===== config.mk =====
export PLATFORM = sky130hd
export DESIGN_NAME = result_display_driver_flat
export DESIGN_NICKNAME = d
export VERILOG_FILES = /design/src/rtl/result_display_driver_pkg.sv /design/src/rtl/result_display_driver_if.sv /design/src/rtl/result_display_driver_seg7_decode.sv /design/src/rtl/result_display_driver.sv /design/src/flat_wrapper.sv
export SDC_FILE = /design/constraint.sdc
export NUM_CORES = 1
export LEC_CHECK = 0
export CELL_PAD_IN_SITES_DETAIL_PLACEMENT = 0
export CELL_PAD_IN_SITES_GLOBAL_PLACEMENT = 1
export CORE_MARGIN = 5
export CORE_UTILIZATION = 32
export CTS_CLUSTER_SIZE = 10
export DETAILED_ROUTE_END_ITERATION = 10
export MAX_ROUTING_LAYER = met4
export PLACE_DENSITY = 0.65
export SLEW_MARGIN = 25
export SYNTH_ARGS = -nofsm -noshare
export SYNTH_HDL_FRONTEND = slang
export SYNTH_SLANG_ARGS = --single-unit
export TNS_END_PERCENT = 50

===== constraint.sdc =====
create_clock -name clk -period 3.1 [get_ports clk]
set_clock_uncertainty 0.1 [all_clocks]
set_input_delay 0.31 -clock clk [delete_from_list [all_inputs] [get_ports clk]]
set_output_delay 0.31 -clock clk [all_outputs]
set_load 0.05 [all_outputs]

===== src/rtl/result_display_driver_pkg.sv =====
// Shared types and helpers for the result display driver.
//   state_t      : FSM encoding (IDLE, CONVERT, LOAD)
//   SEG_BLANK    : all segments off (active-low)
//   SEG_DASH     : only segment g lit, used to flag overflow
//   seg_of()     : BCD digit -> active-low {g,f,e,d,c,b,a} pattern
//   add3_if_ge5(): double-dabble digit correction step
package display_pkg;

  typedef enum logic [1:0] {
    IDLE    = 2'd0,
    CONVERT = 2'd1,
    LOAD    = 2'd2
  } state_t;

  localparam logic [6:0] SEG_BLANK = 7'h7F;
  localparam logic [6:0] SEG_DASH  = 7'h3F;

  // Values above 9 never come out of a correct conversion; show them blank.
  function automatic logic [6:0] seg_of(input logic [3:0] digit);
    logic [6:0] seg;
    case (digit)
      4'd0:    seg = 7'h40;
      4'd1:    seg = 7'h79;
      4'd2:    seg = 7'h24;
      4'd3:    seg = 7'h30;
      4'd4:    seg = 7'h19;
      4'd5:    seg = 7'h12;
      4'd6:    seg = 7'h02;
      4'd7:    seg = 7'h78;
      4'd8:    seg = 7'h00;
      4'd9:    seg = 7'h10;
      default: seg = SEG_BLANK;
    endcase
    return seg;
  endfunction

  // A digit >= 5 would become >= 10 after the next shift, so pre-correct it.
  function automatic logic [3:0] add3_if_ge5(input logic [3:0] digit);
    logic [3:0] res;
    if (digit >= 4'd5) begin
      res = digit + 4'd3;
    end else begin
      res = digit;
    end
    return res;
  endfunction

endpackage


===== src/rtl/result_display_driver_if.sv =====
// Valid/ready input channel carrying the binary result to display.
//   in_valid : producer has a value this cycle
//   in_data  : unsigned binary value, WIDTH bits
//   in_ready : consumer can take the value this cycle
// master = producer side, slave = the display driver.
interface result_display_driver_if #(
  parameter int WIDTH = 32
) ();

  logic             in_valid;
  logic [WIDTH-1:0] in_data;
  logic             in_ready;

  modport master (
    output in_valid,
    output in_data,
    input  in_ready
  );

  modport slave (
    input  in_valid,
    input  in_data,
    output in_ready
  );

endinterface


===== src/rtl/result_display_driver_seg7_decode.sv =====
// Combinational single-digit seven-segment decoder.
//   digit : 4-bit BCD digit
//   seg   : active-low segments {g,f,e,d,c,b,a}; blank for digits above 9
module seg7_decode
  import display_pkg::*;
(
  input  logic [3:0] digit,
  output logic [6:0] seg
);

  assign seg = seg_of(digit);

endmodule


===== src/rtl/result_display_driver.sv =====
// Result display driver: accepts one binary value per valid/ready handshake,
// converts it to BCD with a one-shift-per-clock double-dabble, and drives six
// active-low seven-segment digits with leading-zero blanking and an overflow
// indication (all dashes) when the value needs more than SHOW_DIGITS digits.
//   clk       : system clock, rising edge
//   reset     : synchronous, active-high
//   in_if     : slave side of the valid/ready input channel
//   bcd       : last converted value, digit 0 in bits [3:0]
//   hex0..5   : active-low segments, hex0 least significant
//   overflow  : last value has a nonzero digit at index >= SHOW_DIGITS
//   busy      : conversion in progress
// All display outputs are registered and only change in LOAD, so nothing
// flickers while a conversion is running.
module result_display_driver
  import display_pkg::*;
#(
  parameter int WIDTH       = 32,
  parameter int DIGITS      = 10,
  parameter int SHOW_DIGITS = 6
) (
  input  logic                    clk,
  input  logic                    reset,
  result_display_driver_if.slave  in_if,
  output logic [4*DIGITS-1:0]     bcd,
  output logic [6:0]              hex0,
  output logic [6:0]              hex1,
  output logic [6:0]              hex2,
  output logic [6:0]              hex3,
  output logic [6:0]              hex4,
  output logic [6:0]              hex5,
  output logic                    overflow,
  output logic                    busy
);

  localparam int              ACC_W    = 4 * DIGITS;
  localparam int              CNT_W    = $clog2(WIDTH) + 1;
  localparam logic [CNT_W-1:0] CNT_LAST = CNT_W'(WIDTH - 1);
  localparam logic [CNT_W-1:0] CNT_ONE  = CNT_W'(1);

  state_t           state_r;
  logic [WIDTH-1:0] shreg_r;
  logic [ACC_W-1:0] acc_r;
  logic [ACC_W-1:0] acc_adj_s;
  logic [CNT_W-1:0] cnt_r;
  logic [ACC_W-1:0] bcd_r;
  logic             overflow_r;
  logic [6:0]       hex_r  [SHOW_DIGITS];
  logic [6:0]       seg_s  [SHOW_DIGITS];
  logic [6:0]       disp_s [SHOW_DIGITS];
  logic             ovf_s;
  logic             nz_s;

  // Handshake status is a pure decode of the state register.
  assign in_if.in_ready = (state_r == IDLE);
  assign busy           = (state_r != IDLE);

  assign bcd      = bcd_r;
  assign overflow = overflow_r;
  assign hex0     = hex_r[0];
  assign hex1     = hex_r[1];
  assign hex2     = hex_r[2];
  assign hex3     = hex_r[3];
  assign hex4     = hex_r[4];
  assign hex5     = hex_r[5];

  // One decoder per displayed digit, fed from the accumulator so the patterns
  // are ready when LOAD registers them.
  for (genvar g = 0; g < SHOW_DIGITS; g++) begin : g_seg
    seg7_decode u_seg7_decode (
      .digit (acc_r[4*g +: 4]),
      .seg   (seg_s[g])
    );
  end

  // Double-dabble correction: each 4-bit digit independently, no inter-digit carry.
  always_comb begin
    acc_adj_s = '0;
    for (int d = 0; d < DIGITS; d++) begin
      acc_adj_s[4*d +: 4] = add3_if_ge5(acc_r[4*d +: 4]);
    end
  end

  // Display selection: dashes on overflow, otherwise blank leading zeros above
  // the highest nonzero digit (hex0 is always shown so 0 reads as "0").
  always_comb begin
    ovf_s = |acc_r[ACC_W-1:4*SHOW_DIGITS];
    nz_s  = 1'b0;
    for (int i = 0; i < SHOW_DIGITS; i++) begin
      disp_s[i] = SEG_BLANK;
    end
    for (int i = SHOW_DIGITS - 1; i >= 0; i--) begin
      nz_s = nz_s | (acc_r[4*i +: 4] != 4'd0);
      if (ovf_s) begin
        disp_s[i] = SEG_DASH;
      end else if (nz_s || (i == 0)) begin
        disp_s[i] = seg_s[i];
      end else begin
        disp_s[i] = SEG_BLANK;
      end
    end
  end

  // Control FSM plus conversion datapath and output registers.
  always_ff @(posedge clk) begin
    if (reset) begin
      state_r    <= IDLE;
      shreg_r    <= '0;
      acc_r      <= '0;
      cnt_r      <= '0;
      bcd_r      <= '0;
      overflow_r <= 1'b0;
      for (int i = 0; i < SHOW_DIGITS; i++) begin
        hex_r[i] <= SEG_BLANK;
      end
    end else begin
      case (state_r)
        IDLE: begin
          if (in_if.in_valid) begin
            shreg_r <= in_if.in_data;
            acc_r   <= '0;
            cnt_r   <= '0;
            state_r <= CONVERT;
          end else begin
            state_r <= IDLE;
          end
        end
        CONVERT: begin
          // Shift {acc,shreg} left by one after correction; the bit leaving
          // the top of acc is always zero when DIGITS is large enough.
          acc_r   <= ACC_W'({acc_adj_s, shreg_r[WIDTH-1]});
          shreg_r <= {shreg_r[WIDTH-2:0], 1'b0};
          cnt_r   <= cnt_r + CNT_ONE;
          if (cnt_r == CNT_LAST) begin
            state_r <= LOAD;
          end else begin
            state_r <= CONVERT;
          end
        end
        LOAD: begin
          bcd_r      <= acc_r;
          overflow_r <= ovf_s;
          for (int i = 0; i < SHOW_DIGITS; i++) begin
            hex_r[i] <= disp_s[i];
          end
          state_r <= IDLE;
        end
        default: begin
          state_r <= IDLE;
        end
      endcase
    end
  end

endmodule


===== src/flat_wrapper.sv =====
// flat-port wrapper written by rule: the top's interface ports become plain ports
module result_display_driver_flat import display_pkg::*;
#(
  parameter int WIDTH       = 32,
  parameter int DIGITS      = 10,
  parameter int SHOW_DIGITS = 6
)
  (clk, reset, bcd, hex0, hex1, hex2, hex3, hex4, hex5, overflow, busy, in_if_in_valid, in_if_in_data, in_if_in_ready);
  result_display_driver_if #(.WIDTH(WIDTH)) in_if_i ();
  input  logic clk;
  input  logic reset;
  output logic [4*DIGITS-1:0] bcd;
  output logic [6:0] hex0;
  output logic [6:0] hex1;
  output logic [6:0] hex2;
  output logic [6:0] hex3;
  output logic [6:0] hex4;
  output logic [6:0] hex5;
  output logic overflow;
  output logic busy;
  input wire logic [$bits(in_if_i.in_valid)-1:0] in_if_in_valid;
  input wire logic [$bits(in_if_i.in_data)-1:0] in_if_in_data;
  output wire logic [$bits(in_if_i.in_ready)-1:0] in_if_in_ready;
  assign in_if_i.in_valid = in_if_in_valid;
  assign in_if_i.in_data = in_if_in_data;
  assign in_if_in_ready = in_if_i.in_ready;
  result_display_driver #(.WIDTH(WIDTH), .DIGITS(DIGITS), .SHOW_DIGITS(SHOW_DIGITS)) u_core (.clk(clk), .reset(reset), .in_if(in_if_i), .bcd(bcd), .hex0(hex0), .hex1(hex1), .hex2(hex2), .hex3(hex3), .hex4(hex4), .hex5(hex5), .overflow(overflow), .busy(busy));
endmodule

# Word level (Yosys, flattened, before mapping)
# Memory sizes are Yosys's and may differ from the RTL's. A register that Yosys moved wholly into a read port is not among the register bits.
# Cells that the tools add are included.
dict set report totals {
  register_bits 121
  ramBits 42
  romBits 672
  inputBits 35
  output_inout_bits 85
  elab_cells 111
  mem_count 7
}
# name words word_bits rd rd_clocked_by_memory_dff write_ports line
set memory_table {}
lappend memory_table {{(name not given)} 16 7 1 1 0 result_display_driver_pkg.sv:21} ;# case (digit)
lappend memory_table {{(name not given)} 16 7 1 1 0 result_display_driver_pkg.sv:21}
lappend memory_table {{(name not given)} 16 7 1 1 0 result_display_driver_pkg.sv:21}
lappend memory_table {{(name not given)} 16 7 1 1 0 result_display_driver_pkg.sv:21}
lappend memory_table {{(name not given)} 16 7 1 1 0 result_display_driver_pkg.sv:21}
lappend memory_table {{(name not given)} 16 7 1 1 0 result_display_driver_pkg.sv:21}
lappend memory_table {{1 more memories} - - - - - -}
dict set report op_classes {
  n_addsub 11
  n_lt_le_gt_ge 10
  n_eq_ne 4
  mux 53
  n_bitwise 10
  n_reduce_logical 10
}
# operator count
set op_table {}
lappend op_table {{7-bit two-way mux} 17}
lappend op_table {{4-bit two-way mux} 21}
lappend op_table {{40-bit case mux with 2 select lines} 1}
lappend op_table {{32-bit case mux with 2 select lines} 1}
lappend op_table {{4-bit by 3-bit greater-or-equal comparator with 1-bit output, second input constant} 10}
lappend op_table {{40-bit two-way mux} 1}
lappend op_table {{4-bit by 2-bit adder with 4-bit output, second input constant} 9}
lappend op_table {{32-bit two-way mux} 1}
lappend op_table {{4-bit nonzero test} 5}
lappend op_table {{16-bit OR reduction} 1}
lappend op_table {{6-bit case mux with 2 select lines} 1}
lappend op_table {{1-bit OR} 10}
lappend op_table {{6-bit by 1-bit adder with 6-bit output, second input constant} 1}
lappend op_table {{6-bit by 5-bit == test with 1-bit output, second input constant} 1}
lappend op_table {{1-bit two-way mux} 6}
lappend op_table {{6-bit two-way mux} 1}
lappend op_table {{2-bit case mux with 2 select lines} 1}
lappend op_table {{2-bit nonzero test} 2}
lappend op_table {{3-bit by 2-bit adder with 3-bit output, second input constant} 1}
lappend op_table {{3-bit two-way mux} 1}
lappend op_table {{2-bit by 1-bit == test with 1-bit output, second input constant} 1}
lappend op_table {{2-bit == test, second input constant} 1}
lappend op_table {{2-bit zero test} 1}
lappend op_table {{2-bit two-way mux} 1}
lappend op_table {{2 further kinds} 2}

# Depth between registers and ports, before layout
dict set report depth {
  depth_word 8
  mapped_depth 11
  depth_no_buf 11
}

# Hierarchy
# Synthesis repeated with hierarchy kept, for this count alone.
dict set report unflattened {
  hier_cells 856
  hier_area_um2 8010.2
}
# module n_inst cells_each area_each_um2 seq_area_each_um2
set by_module_without_submodules {}
lappend by_module_without_submodules {result_display_driver 1 660 6759.0 3683.5}
lappend by_module_without_submodules {{seg7_decode at u_core.g_seg[0].u_seg7_decode ...} 5 33 210.2 0.0}
lappend by_module_without_submodules {{seg7_decode at u_core.g_seg[2].u_seg7_decode} 1 31 200.2 0.0}

# Least setup slack after synthesis
# OpenSTA, ideal clock, no wires.
dict set report synth_path {
  kind {register -> register}
  from {register u_core.state_r[1]}
  to {memory u_core.hex_r[0][0] (enable)}
  setup_ns 0.396
  arrival_ns 2.093
  t_required_ns 2.604
  setup_slack_ns 0.511
  path_stages_with_launch 6
  n_path_buf 3
  synth_period_minus_slack_ns 2.589
  path_cell_list {dfxtp_1 -> buf_2 -> clkbuf_1 -> a21oi_1 -> clkbuf_1 -> inv_1}
}
# item line
set synth_lines {}
lappend synth_lines {{from (decl)} result_display_driver.sv:40} ;# state_t state_r;
lappend synth_lines {{from (signal assigned)} result_display_driver.sv:106} ;# state_r <= IDLE;
lappend synth_lines {{from (signal assigned)} result_display_driver.sv:122} ;# state_r <= CONVERT;
lappend synth_lines {{from (signal assigned)} result_display_driver.sv:124} ;# state_r <= IDLE;
lappend synth_lines {{to (decl)} result_display_driver.sv:47} ;# logic [6:0] hex_r [SHOW_DIGITS];

# Final worst setup path
dict set report layout_path {
  from {register u_core.state_r[0]}
  to {output busy}
}
dict set report layout_between {
  elab_chain_len 1
}
# item line
set layout_rtl {}
lappend layout_rtl {{2-bit nonzero test} result_display_driver.sv:55} ;# assign busy = (state_r != IDLE);
lappend layout_rtl {{to (decl)} flat_wrapper.sv:20} ;# output logic busy;
# No other way between the ends.

==> flow_summary_export.csv <==
group,metric,value,unit
outcome,status,"finished, final reports clean",
cells_and_area,final_util,0.414,
synth,ys_warn_count,0,
synth,syn-num-nets,1043,
cts,clk_pin_slew_worst_paths,0.05,ns
timing,timing.final.crit_share,0.943,
floorplan,core_area,28500,µm²
detailed_routing,routed_via_density,4.80,
floorplan,io_pins,120,
timing,max_freq,342,MHz
cells_and_area,fill_cells,2821,
synth,avgSynthCellArea,9.69,µm²
synth,ys_ff_latch,205,
critical_path,critPathLaunchType,"flip-flop",
cts,cts_resized,0,
synth,syn_inst,949,
detailed_routing,ant_nets,0,
worst_hold_path,hold_class,"in -> reg",
global_routing,grt_pass1_vias,6987,
timing,rsz0062_at_grt,"no",
power,power.density,496,nW/µm²
timing,setup_ws,0.175,ns
global_routing,grt_max_degree,38,
critical_path,crit_arrival,2.51,ns
placed_design,dp_hpwl,16500,µm
cts,hold_buffers,0,
placed_design,dp_slack,0.253,ns
power,p_leak,4.44,nW
timing,setup_tns,0,ns
detailed_routing,wl,23200,µm
floorplan,die_x,180,µm
global_routing,track_usage,0.146,
timing,finalHoldViolCount,0,
critical_path,crit_path_start,"u_core.state_r[0]",
placed_design,portBuffers,119,
critical_path,crit_type,"reg -> out",
cells_and_area,syn2layout_area_growth,28.3,%
global_routing,antenna_found_initial,0,
power,ir_drop,0.000307,V
run,cap_violations,0,
placed_design,place_congestion,0.840,
floorplan,dieHeight,180,µm
timing,setup_viol,0,
detailed_routing,vias,7141,
timing,slew_headroom,0.540,
cts,clk_latency,0.53,ns
cells_and_area,n_antenna_cell,0,
cts,cts-buffers-inserted,26,
critical_path,r2r_start,"u_core.state_r[0]",
synth,synth_edf_count,42,
cts,root_buffer,"clkbuf_16",
timing,tightest_slew,0.684,ns
detailed_routing,dr.pass1.iters,5,
floorplan,dieArea,32200,µm²
synth,synth_area,9200,µm²
timing,finalWorstPathRequiredPeriod,2.92,ns
cells_and_area,regArea,4530,µm²
cells_and_area,drive_gt1_frac,0.131,
detailed_routing,drt_iter0_drc,367,
global_routing,grt_pass1_wl,38100,µm
cts,cts_setup_buffers,0,
floorplan,start_util,0.322,
cells_and_area,multi_input_area,4240,µm²
synth,synth-async-reset-ratio,0,
cells_and_area,final_nets,1181,
synth,synth.distinct_cells,65,
global_routing,grt-ovfl-total,0,
placed_design,dpl.cell_count,1443,
timing,final_max_slew_viol_count,0,
detailed_routing,drcViolationCount,0,
critical_path,crit_fanout,37,
critical_path,worstSetupEndpointType,"output port",
cts,clock_sinks,205,
cts,cts.htree.levels,1,
critical_path,required,2.69,ns
synth,ys_seq_area_frac,0.492,
cts,cts_tree,"yes",
synth,dominantRegCellSynth,"dfxtp_1",
power,power,5.86,mW
cts,cts.path.max_buffers,3,
floorplan,num_rows,62,
detailed_routing,wire_per_inst,15.6,µm
cells_and_area,fin_cells,1488,
worst_hold_path,min-delay-start,"in_if_in_data[3]",
-- area by class of cell --
cell class / instances / area share
clock inverter: 3 / 0.00254
inverter: 64 / 0.0203
timing repair buffer: 162 / 0.128
clock buffer: 42 / 0.0661
tap: 384 / 0.0407
multi-input combinational: 628 / 0.359
sequential: 205 / 0.383
-- logic make-up (layout without fill, tap and decap cells) --
kind of cell / count (synthesis) / after routing / share of synthesized area
buffers and inverters: 116 / 271 / 0.0498
DFF: 205 / 205 / 0.492
xor gates and xnor gates: 10 / 10 / 0.00952
adders and majority gates: 59 / 59 / 0.0802
muxes: 9 / 9 / 0.0101
AOI/OAI and AO/OA: 269 / 269 / 0.197
and+or+nand+nor: 281 / 281 / 0.162
-- where the power goes --
group / internal (mW) / total [mW] / switching (mW)
registers: 2.76 / 2.78 / 0.0241
clock network: 1.71 / 2.82 / 1.11
logic: 0.114 / 0.263 / 0.149
-- cell usage in the layout, fill, tap and decap left out, types with 4 or more instances in the layout --
cell / n
a22oi_1: 27
a311oi_1: 4
nor2_1: 33
nor3_1: 14
a2bb2oi_1: 5
clkdlybuf4s50_1: 119
and3b_1: 5
inv_1: 62
a21oi_1: 55
and2_1: 5
or2_2: 30
dfxtp_1: 162
clkbuf_1: 9
buf_4: 43
o211ai_1: 5
xnor2_1: 9
o221a_2: 15
nor2b_1: 12
ha_1: 59
o21ai_0: 84
a22o_1: 24
o21a_1: 15
o211ai_2: 4
edfxtp_1: 42
o21ai_1: 5
nand2b_1: 24
nand2_1: 97
nor3b_1: 29
mux2i_1: 7
clkbuf_8: 7
nand3_1: 14
clkbuf_16: 26
-- sequential cells by signal, indices dropped and copies added, names as in the netlist --
name	count
u_core.acc_r	40
u_core.bcd	40
u_core.cnt_r	6
u_core.g_seg.u_seg7_decode.seg	42
u_core.hex_r	42
u_core.overflow	1
u_core.shreg_r	32
u_core.state_r	2
-- routing by layer --
layer,vias up,part of all wire,GRT usage
met5,-,0,-
met4,0,0.014,0.0299
met3,27,0.045,0.0261
met1,3338,0.49,0.198
met2,166,0.45,0.230
li1,3610,-,-
-- stage by stage --
step                hold slack, ns  cell area [µm²]
floorplan                    0.316             9200
global placement             0.336            11000
global route                 0.292            11800
CTS                          0.273            11800
detailed placement           0.333            11000
finish                       0.301            11800
-- synth_stat cells (all sizes together) (4+ instances only) --
master / number / area [µm²]
or2: 30 / 188
a22oi: 28 / 215
a311oi: 4 / 35.0
dfxtp: 163 / 3260
nand2b: 24 / 150
nand3: 14 / 70.1
nor3: 15 / 80.1
o221a: 15 / 169
clkbuf: 35 / 131
nor2: 34 / 128
ha: 59 / 738
xnor2: 9 / 78.8
o21ai: 90 / 454
nand2: 97 / 364
inv: 64 / 240
o211ai: 9 / 87.6
and2: 6 / 40.0
a2bb2oi: 5 / 43.8
nor2b: 12 / 75.1
a22o: 24 / 210
nor4: 4 / 31.3
a21oi: 56 / 280
edfxtp: 42 / 1260
mux2i: 7 / 70.1
o21a: 15 / 113
nor3b: 31 / 249
and3b: 5 / 43.8
buf: 17 / 86.3
-- worst max-delay path, cell delays in order (launching register included) --
cell and delay [ns]:
dfxtp_2 0.52, buf_4 0.43, nor2_1 0.17, inv_1 0.08, clkdlybuf4s50_1 0.79
-- final timing paths --
path / end / slack (ns) / cells after the start
setup / recovery: busy / 0.18 / 4
hold / removal: u_core.shreg_r[3] / 0.30 / 3
setup reg to reg: u_core.g_seg[0].u_seg7_decode.seg[5] / 0.49 / 8
hold reg to reg: u_core.shreg_r[7] / 0.33 / 2
Power figures use the tool's default switching activity.
